$ cat src/rtl/main_control_fsm_pkg.sv
// rtl/main_control_fsm_pkg.sv - shared encodings for the multicycle main control FSM and ALU decode
package main_control_fsm_pkg;

  // Controller states; the numeric values are visible on the STATE debug port.
  typedef enum logic [3:0] {
    S_RST      = 4'd0,
    S_FETCH    = 4'd1,
    S_DECODE   = 4'd2,
    S_MEMADR   = 4'd3,
    S_MEMREAD  = 4'd4,
    S_MEMWB    = 4'd5,
    S_MEMWRITE = 4'd6,
    S_EXECR    = 4'd7,
    S_EXECI    = 4'd8,
    S_ALUWB    = 4'd9,
    S_BRANCH   = 4'd10,
    S_JAL      = 4'd11
  } state_e;

  // ALU operation requests; SPECIAL hands funct3/funct7 decoding to ALU_DECODE.
  localparam logic [2:0] ALUOP_ADD     = 3'b000;
  localparam logic [2:0] ALUOP_SUB     = 3'b001;
  localparam logic [2:0] ALUOP_SPECIAL = 3'b111;

  // Memory address select.
  localparam logic ADR_PC     = 1'b0;
  localparam logic ADR_ALUOUT = 1'b1;

  // ALU operand A select.
  localparam logic [1:0] SRCA_PC    = 2'b00;
  localparam logic [1:0] SRCA_OLDPC = 2'b01;
  localparam logic [1:0] SRCA_RS1   = 2'b10;

  // ALU operand B select.
  localparam logic [1:0] SRCB_RS2  = 2'b00;
  localparam logic [1:0] SRCB_IMM  = 2'b01;
  localparam logic [1:0] SRCB_FOUR = 2'b10;

  // Result bus select.
  localparam logic [1:0] RES_ALUOUT = 2'b00;
  localparam logic [1:0] RES_RDATA  = 2'b01;
  localparam logic [1:0] RES_ALURES = 2'b10;

  // Supported major opcodes.
  localparam logic [6:0] OPC_LOAD   = 7'b0000011;
  localparam logic [6:0] OPC_STORE  = 7'b0100011;
  localparam logic [6:0] OPC_RTYPE  = 7'b0110011;
  localparam logic [6:0] OPC_ITYPE  = 7'b0010011;
  localparam logic [6:0] OPC_BRANCH = 7'b1100011;
  localparam logic [6:0] OPC_JAL    = 7'b1101111;

  // Everything the controller drives besides the debug state.
  typedef struct packed {
    logic       pc_write;
    logic       ir_write;
    logic       reg_write;
    logic       mem_write;
    logic       mem_req;
    logic       adr_src;
    logic [1:0] alu_src_a;
    logic [1:0] alu_src_b;
    logic [1:0] result_src;
    logic [2:0] alu_op;
    logic       illegal;
  } ctrl_t;

  localparam ctrl_t CTRL_IDLE = '0;

  // True for every opcode the controller knows how to sequence.
  function automatic logic opcode_known(input logic [6:0] opc);
    return (opc == OPC_LOAD)  || (opc == OPC_STORE)  || (opc == OPC_RTYPE) ||
           (opc == OPC_ITYPE) || (opc == OPC_BRANCH) || (opc == OPC_JAL);
  endfunction

  // State to enter after DECODE; unknown opcodes fall back to FETCH.
  function automatic state_e dispatch(input logic [6:0] opc);
    state_e nxt;
    case (opc)
      OPC_LOAD, OPC_STORE: nxt = S_MEMADR;
      OPC_RTYPE:           nxt = S_EXECR;
      OPC_ITYPE:           nxt = S_EXECI;
      OPC_BRANCH:          nxt = S_BRANCH;
      OPC_JAL:             nxt = S_JAL;
      default:             nxt = S_FETCH;
    endcase
    return nxt;
  endfunction

endpackage

$ cat src/rtl/main_control_fsm.sv
// rtl/main_control_fsm.sv - multicycle RISC-V main controller, one instruction in flight
module main_control_fsm
  import main_control_fsm_pkg::*;
(
  input  logic       CLK,
  input  logic       RST_N,
  input  logic [6:0] opcode,
  input  logic [2:0] funct3,
  input  logic       Zero,
  input  logic       MEM_READY,
  output logic       PCWrite,
  output logic       IRWrite,
  output logic       RegWrite,
  output logic       MemWrite,
  output logic       MEM_REQ,
  output logic       AdrSrc,
  output logic [1:0] ALUSrcA,
  output logic [1:0] ALUSrcB,
  output logic [1:0] ResultSrc,
  output logic [2:0] ALUOP,
  output logic       ILLEGAL,
  output logic [3:0] STATE
);

  state_e state_q;
  state_e state_d;
  ctrl_t  ctrl;

  // Only funct3[0] matters here (BEQ vs BNE); the rest belongs to ALU_DECODE.
  logic unused_funct3;
  assign unused_funct3 = ^funct3[2:1];

  // State register; reset lands in RST_S immediately, even mid-wait.
  always_ff @(posedge CLK or negedge RST_N) begin
    if (!RST_N) begin
      state_q <= S_RST;
    end else begin
      state_q <= state_d;
    end
  end

  // Next-state and output decode; strobes are gated by MEM_READY / Zero in the same cycle.
  always_comb begin
    state_d = state_q;
    ctrl    = CTRL_IDLE;
    case (state_q)
      S_RST: begin
        state_d = S_FETCH;
      end
      S_FETCH: begin
        ctrl.mem_req    = 1'b1;
        ctrl.adr_src    = ADR_PC;
        ctrl.alu_src_a  = SRCA_PC;
        ctrl.alu_src_b  = SRCB_FOUR;
        ctrl.alu_op     = ALUOP_ADD;
        ctrl.result_src = RES_ALURES;
        ctrl.ir_write   = MEM_READY;
        ctrl.pc_write   = MEM_READY;
        if (MEM_READY) begin
          state_d = S_DECODE;
        end
      end
      S_DECODE: begin
        ctrl.alu_src_a = SRCA_OLDPC;
        ctrl.alu_src_b = SRCB_IMM;
        ctrl.alu_op    = ALUOP_ADD;
        ctrl.illegal   = !opcode_known(opcode);
        state_d        = dispatch(opcode);
      end
      S_MEMADR: begin
        ctrl.alu_src_a = SRCA_RS1;
        ctrl.alu_src_b = SRCB_IMM;
        ctrl.alu_op    = ALUOP_ADD;
        state_d        = opcode[5] ? S_MEMWRITE : S_MEMREAD;
      end
      S_MEMREAD: begin
        ctrl.mem_req    = 1'b1;
        ctrl.adr_src    = ADR_ALUOUT;
        ctrl.result_src = RES_ALUOUT;
        if (MEM_READY) begin
          state_d = S_MEMWB;
        end
      end
      S_MEMWB: begin
        ctrl.result_src = RES_RDATA;
        ctrl.reg_write  = 1'b1;
        state_d         = S_FETCH;
      end
      S_MEMWRITE: begin
        ctrl.mem_req   = 1'b1;
        ctrl.mem_write = 1'b1;
        ctrl.adr_src   = ADR_ALUOUT;
        if (MEM_READY) begin
          state_d = S_FETCH;
        end
      end
      S_EXECR: begin
        ctrl.alu_src_a = SRCA_RS1;
        ctrl.alu_src_b = SRCB_RS2;
        ctrl.alu_op    = ALUOP_SPECIAL;
        state_d        = S_ALUWB;
      end
      S_EXECI: begin
        ctrl.alu_src_a = SRCA_RS1;
        ctrl.alu_src_b = SRCB_IMM;
        ctrl.alu_op    = ALUOP_SPECIAL;
        state_d        = S_ALUWB;
      end
      S_ALUWB: begin
        ctrl.result_src = RES_ALUOUT;
        ctrl.reg_write  = 1'b1;
        state_d         = S_FETCH;
      end
      S_BRANCH: begin
        ctrl.alu_src_a  = SRCA_RS1;
        ctrl.alu_src_b  = SRCB_RS2;
        ctrl.alu_op     = ALUOP_SUB;
        ctrl.result_src = RES_ALUOUT;
        // funct3[0] inverts the sense: BEQ takes on Zero, BNE on !Zero.
        ctrl.pc_write   = Zero ^ funct3[0];
        state_d         = S_FETCH;
      end
      S_JAL: begin
        ctrl.alu_src_a  = SRCA_OLDPC;
        ctrl.alu_src_b  = SRCB_FOUR;
        ctrl.alu_op     = ALUOP_ADD;
        ctrl.result_src = RES_ALUOUT;
        ctrl.pc_write   = 1'b1;
        state_d         = S_ALUWB;
      end
      default: begin
        // Unused encodings recover through the reset state.
        state_d = S_RST;
      end
    endcase
  end

  assign PCWrite   = ctrl.pc_write;
  assign IRWrite   = ctrl.ir_write;
  assign RegWrite  = ctrl.reg_write;
  assign MemWrite  = ctrl.mem_write;
  assign MEM_REQ   = ctrl.mem_req;
  assign AdrSrc    = ctrl.adr_src;
  assign ALUSrcA   = ctrl.alu_src_a;
  assign ALUSrcB   = ctrl.alu_src_b;
  assign ResultSrc = ctrl.result_src;
  assign ALUOP     = ctrl.alu_op;
  assign ILLEGAL   = ctrl.illegal;
  assign STATE     = state_q;

endmodule
$ cat config.mk
export PLATFORM = sky130hd
export DESIGN_NAME = main_control_fsm
export DESIGN_NICKNAME = d
export VERILOG_FILES = /design/src/rtl/main_control_fsm_pkg.sv /design/src/rtl/main_control_fsm.sv
export SDC_FILE = /design/constraint.sdc
export NUM_CORES = 1
export LEC_CHECK = 0
export CORE_UTILIZATION = 35
export DETAILED_ROUTE_END_ITERATION = 7
export GPL_ROUTABILITY_DRIVEN = 0
export HOLD_SLACK_MARGIN = 0.08
export PLACE_DENSITY = 0.89
export SLEW_MARGIN = 20
export SYNTH_ARGS = -nofsm -noshare
export SYNTH_HDL_FRONTEND = slang
export SYNTH_SLANG_ARGS = --single-unit
$ cat constraint.sdc
create_clock -name CLK -period 2.2 [get_ports CLK]
set_clock_uncertainty 0.2 [all_clocks]
set_input_delay 0.44 -clock CLK [delete_from_list [all_inputs] [get_ports CLK]]
set_output_delay 0.44 -clock CLK [all_outputs]
set_load 0.01 [all_outputs]
==> impl_metrics.toml, run 1 <==
[floorplanning]
core-area_um2 = 1370
pin_count = 34
rows = 13
initial_core_util_pct = 39.7
die_height_um = 41.4
dieArea_um2 = 1710
die_x_um = 41.4

[worst_setup_path]
crit_required_ns = 1.56
worstPathArrival_ns = 1.54
endpoint = "ILLEGAL"
rrSetupSlack_ns = 0.47
rr_worst_depth = 4
cp_max_fo = 3
endpoint_kind = "output pin"
rr_endpoint = "STATE[3]$_DFFE_PN0P_"
crit_type = "input port to output pin"
cp-startpoint = "opcode[0]"
worstSetupStartpointType = "input port"
r2r_start = "STATE[3]$_DFFE_PN0P_"

[drt]
detail_route.wl_per_cell_um = 15.1
drtPass1Iterations = 4
vias = 827
routed_wl_um = 2280
drt_iter0_markers = 19
remaining_drc_errors = 0
postRouteAntennaNets = 0
vias_per_cell = 5.48

[layout]
largest_reg_flops = 4
fin_cells = 151
area_growth_pct = 111
drive_above_1_share_pct = 39.0
nets = 152
fillers = 91
n_antenna_cell = 0
fin_util_pct = 84.0

[cts]
root_buffer = "clkbuf_4"
cts_made_buffers = 3
clock_latency_ns = 0.24
cts_tree = "done"
hold_buffers = 0
clk_pin_slew_ns = 0.04
clk_path_buf_depth = 2
cts_sinks = 4
htreeDepth = 1

[global_routing]
grt_pass1_vias = 737
track_usage_pct = 27.6
grt_pass1_wl_um = 3080
antenna_found_initial = 0
grt_max_degree = 9
gr-total-overflow = 0

[logic_synthesis]
syn_area_um2 = 543
synth-edff-count = 0
ys_warn_count = 0
syn_inst = 75
async_flop_share_pct = 100
synthDistinctLibCells = 36
syn_nets = 89
post_synth.cell_area_avg_um2 = 7.24
ys.flop_type = "dfrtp_1"
yosys_register_bits = 4
synth-seq-area-share_pct = 18.4

[sta]
fin_crit_sh_pct = 99.0
fin_ws_ns = 0.0228
min_period_ns = 2.18
slew_viol_final = 0
slew_headroom_pct = 76.2
rsz0062_at_grt = "yes"
hold_ws_ns = 0.203
max_clock_freq_mhz = 459
finalHoldViolations = 0
tightest_slew_ns = 0.354
setup_viol = 0

[power]
leakagePower_uw = 0.000588
powerDensity_nw_per_um2 = 1160
max-vdd-ir-drop_mv = 0.648

[hold_path]
hp-class = "input port to async pin"

[flow_run]
drv_cap = 0

[place]
dpl_worst_slack_ns = -0.538
dp_hpwl_um = 1590
placed_cells = 142
port_buffers = 31

[status]
status = "completed"
## placed cells by master, fill, tap and decap left out, types with 2 or more instances in the layout
master and count:
nand4_1 2, dlygate4sd2_1 13, dfrtp_2 3, o21ai_0 5, dlymetal6s2s_1 4, a21oi_1 5
nor2_1 10, buf_4 31, nor3_2 2, nand2b_4 3, clkdlybuf4s50_1 9, nand2_1 4
o211ai_1 3, dlygate4sd1_1 2, nand2b_1 3, xor2_1 2, clkbuf_4 3, buf_2 2
## final cells by class
type / count / area, µm² / area share, %
clock buffers: 3 / 22.5 / 1.96
inverters: 1 / 3.75 / 0.327
repair buffers: 63 / 536 / 46.7
flip-flops and latches: 4 / 104 / 9.05
well taps: 15 / 18.8 / 1.64
multi-input cells: 65 / 463 / 40.3
## worst max-delay path, stage by stage
cell	delay [ns]
clkdlybuf4s50_1	0.48
nand2_2	0.10
a2111oi_4	0.26
nor3b_2	0.11
buf_2	0.15
## cell families (layout without fill, tap and decap cells)
logic type	after synthesis	in the layout	share of synthesized area [%]
AND/OR/NAND/NOR	40	40	41.3
multiplexers	1	1	1.84
AO/OA/AOI/OAI	21	21	28.3
flip-flops	4	4	18.4
buffers and inverters	6	67	5.30
XOR/XNOR	3	3	4.84
## what timing repair did
action,in CTS,in global routing
pin swaps,2,6
resized for setup,33,14
setup buffers,3,3
endpoints found under the setup margin,16,5
## per-layer routing
| metal | global-route usage [%] | part of all wire, % | vias up |
|---|---|---|---|
| li1 | - | - | 397 |
| met1 | 28.8 | 39 | 392 |
| met2 | 53.5 | 55 | 34 |
| met3 | 5.85 | 5.2 | 4 |
| met4 | 9.68 | 1.2 | 0 |
| met5 | 0 | 0 | - |
## cells in the mapped netlist (all sizes together) (2+ instances only)
cell / instances / share of area [%]
nand2b: 6 / 6.9
nand2: 5 / 3.5
dfrtp: 4 / 18
o21ai: 5 / 4.6
nor3: 4 / 3.7
o211ai: 3 / 4.1
a21oi: 5 / 4.6
nor2: 11 / 7.6
xor2: 2 / 3.2
clkbuf: 2 / 1.4
buf: 3 / 3.2
or2: 2 / 2.3
nand4: 2 / 2.3
## how the worst min path moves through the flow
stage / startpoint / endpoint / slack, ns / cells after the start
after global routing: RST_N / STATE[3]$_DFFE_PN0P_ / 0.21 / 1
after CTS: RST_N / STATE[2]$_DFFE_PN0P_ / 0.21 / 1
after global placement: RST_N / STATE[0]$_DFFE_PN0P_ / 0.45 / 1
after detailed placement: RST_N / STATE[1]$_DFFE_PN0P_ / 0.46 / 1
final: RST_N / STATE[2]$_DFFE_PN0P_ / 0.20 / 1
after floorplan: RST_N / STATE[0]$_DFFE_PN0P_ / -0.06 / 0
## power by group
| group | internal, µW | total, µW | switching (µW) |
|---|---|---|---|
| Combinational | 572 | 1070 | 498 |
| Sequential | 111 | 166 | 55.2 |
| Clock | 61.3 | 94.7 | 33.5 |
| Total | 745 | 1330 | 587 |
## per-stage QoR
step           TNS [ns]  area [µm²]  power [µW]
2_1_floorplan         0         543         602
3_3_place_gp      -1.07        1040        1170
3_5_place_dp      -1.35        1040        1200
4_1_cts         -0.0903        1090        1260
5_1_grt         -0.0170        1150        1430
6_report              0        1150        1330
Power figures use the tool's default switching activity.
==> run 2, diff against run 1 <==
--- a/config.mk
+++ b/config.mk
@@ -14,3 +14,4 @@
 export SYNTH_ARGS = -nofsm -noshare
 export SYNTH_HDL_FRONTEND = slang
 export SYNTH_SLANG_ARGS = --single-unit
+export TNS_END_PERCENT = 1
==> run 2 against run 1 <==
- setup slack gained 0.062 ns
- core utilization shrank 3.1 points
- register-to-register slack gained 0.05 ns
- clock power shrank 0.6%
- total power shrank 7.6%
- highest routed layer unchanged
==> impl_metrics.toml, run 2 (synthesis gave the netlist of run 1 again) <==
[layout]
area_growth_pct = 103
fin_util_pct = 80.9
mostFrequentLayoutCell = "buf_4"
fin_cells = 147
largest_reg_flops = 4
fin_area_um2 = 1100
nets = 148
drive_above_1_share_pct = 37.9
n_antenna_cell = 0
final_cell_mix = "27 x buf_4, 10 x nor2_1, 10 x dlygate4sd2_1"

[cts]
cts_tree = "done"
hold_buffers = 0
cts_sinks = 4
cts_made_buffers = 3
root_buffer = "clkbuf_4"
clock_latency_ns = 0.24
htreeDepth = 1
clk_pin_slew_ns = 0.04
clk_path_buf_depth = 2

[worst_setup_path]
cp_max_fo = 8
rrSetupSlack_ns = 0.52
worstPathArrival_ns = 1.47
endpoint_kind = "output pin"
crit_type = "register to output pin"
r2r_start = "STATE[1]$_DFFE_PN0P_"
crit_required_ns = 1.56
cp-startpoint = "STATE[3]$_DFFE_PN0P_"
worstSetupStartpointType = "register"

[sta]
finalSetupTns_ns = 0
rsz0062_at_grt = "no"
slew_viol_final = 0
min_period_ns = 2.11
setup_viol = 0
tightest_slew_ns = 0.343
finalHoldViolations = 0
max_clock_freq_mhz = 473
fin_ws_ns = 0.0853
slew_headroom_pct = 76.9
fin_crit_sh_pct = 96.1

[hold_path]
hp-class = "input port to async pin"

[power]
leakagePower_uw = 0.000578
powerDensity_nw_per_um2 = 1110
max-vdd-ir-drop_mv = 0.669

[global_routing]
track_usage_pct = 25.5
grt_max_degree = 9
met2_usage_pct = 46.9
grt_use_met3_pct = 7.98
grt_pass1_vias = 689
gr-total-overflow = 0
grt_pass1_wl_um = 2820
busiest_layer = "met2"
grtUsageMet1_pct = 26.3
antenna_found_initial = 0

[floorplanning]
dieArea_um2 = 1710
rows = 13
die_x_um = 41.4
pin_count = 34
initial_core_util_pct = 39.7
die_height_um = 41.4
core-area_um2 = 1370

[status]
status = "completed"

[drt]
drtPass1Iterations = 4
remaining_drc_errors = 0
vias = 775
vias_per_cell = 5.27
drt_iter0_markers = 11
routed_wl_um = 2010
detail_route.wl_per_cell_um = 13.7
postRouteAntennaNets = 0

[place]
dpl_worst_slack_ns = -0.538
placed_cells = 142
placed_cell_area_um2 = 1040
dp_hpwl_um = 1590
port_buffers = 31

[flow_run]
drv_cap = 0
[run 2: changes by cell type in the layout (fill, tap and decap cells not counted)]
cell             before  now
o31ai_2               0    1
o31ai_1               1    0
dlygate4sd2_1        13   10
dfrtp_1               1    2
clkdlybuf4s15_1       1    2
clkdlybuf4s50_1       9    7
nand2b_1              3    5
dlygate4sd1_1         2    0
buf_4                31   27
dlymetal6s2s_1        4    7
dfrtp_2               3    2
clkbuf_2              0    3
nand2b_4              3    1
[run 2: critical path, cell delays in order, from the launching register on]
cell             delay (ns)
dfrtp_2                0.45
nand2b_1               0.17
or2_1                  0.28
o21ai_0                0.08
clkdlybuf4s15_1        0.25
[run 2: layout make-up]
class / count / area [µm²]
tap: 15 / 18.8
sequential: 4 / 103
clock buffer: 3 / 22.5
inverter: 1 / 3.75
fill: 99 / 262
multi-input combinational: 65 / 453
timing repair buffer: 59 / 504
[run 2: worst paths after layout]
kind                                         to  cells past startpoint
max                                    ALUOP[0]                      4
min                        STATE[3]$_DFFE_PN0P_                      1
max reg2reg                STATE[3]$_DFFE_PN0P_                      5
min reg2reg                STATE[2]$_DFFE_PN0P_                      2
max in group asynchronous  STATE[2]$_DFFE_PN0P_                      1
min in group CLK           STATE[2]$_DFFE_PN0P_                      3
[run 2: stage by stage]
| step | hold slack (ns) | power (µW) |
|---|---|---|
| floorplan | -0.0556 | 602 |
| global placement | 0.448 | 1170 |
| detailed placement | 0.456 | 1200 |
| CTS | 0.205 | 1230 |
| global route | 0.215 | 1330 |
| finish | 0.208 | 1230 |
[run 2: report_power, final]
group          leakage (µW)  total (µW)  internal, µW  switching (µW)
clock network     0.0000138        94.1          61.2            32.9
logic              0.000516         979           510             469
registers         0.0000479         158           109            48.2
[run 2: timing repair]
item                                    in CTS  in global routing
pin swaps                                    2                  6
gates resized for setup                     31                 19
buffers inserted                             0                  2
endpoints found under the setup margin      16                  6
[run 2: layer usage]
metal	vias up	routed length (µm)	part of all wire (%)
met5	-	0	0
met4	0	17	0.85
met3	2	73	3.6
met2	23	1120	56
met1	356	800	40
li1	394	-	-
==> run 3, diff against run 2 <==
--- a/config.mk
+++ b/config.mk
@@ -5,9 +5,9 @@
 export SDC_FILE = /design/constraint.sdc
 export NUM_CORES = 1
 export LEC_CHECK = 0
+export ABC_CLOCK_PERIOD_IN_PS = 2200
 export CORE_UTILIZATION = 35
 export DETAILED_ROUTE_END_ITERATION = 7
-export GPL_ROUTABILITY_DRIVEN = 0
 export HOLD_SLACK_MARGIN = 0.08
 export PLACE_DENSITY = 0.89
 export SLEW_MARGIN = 20
==> results of run 3 <==
No change in the layout: final DEF, timing and power equal those of run 2.
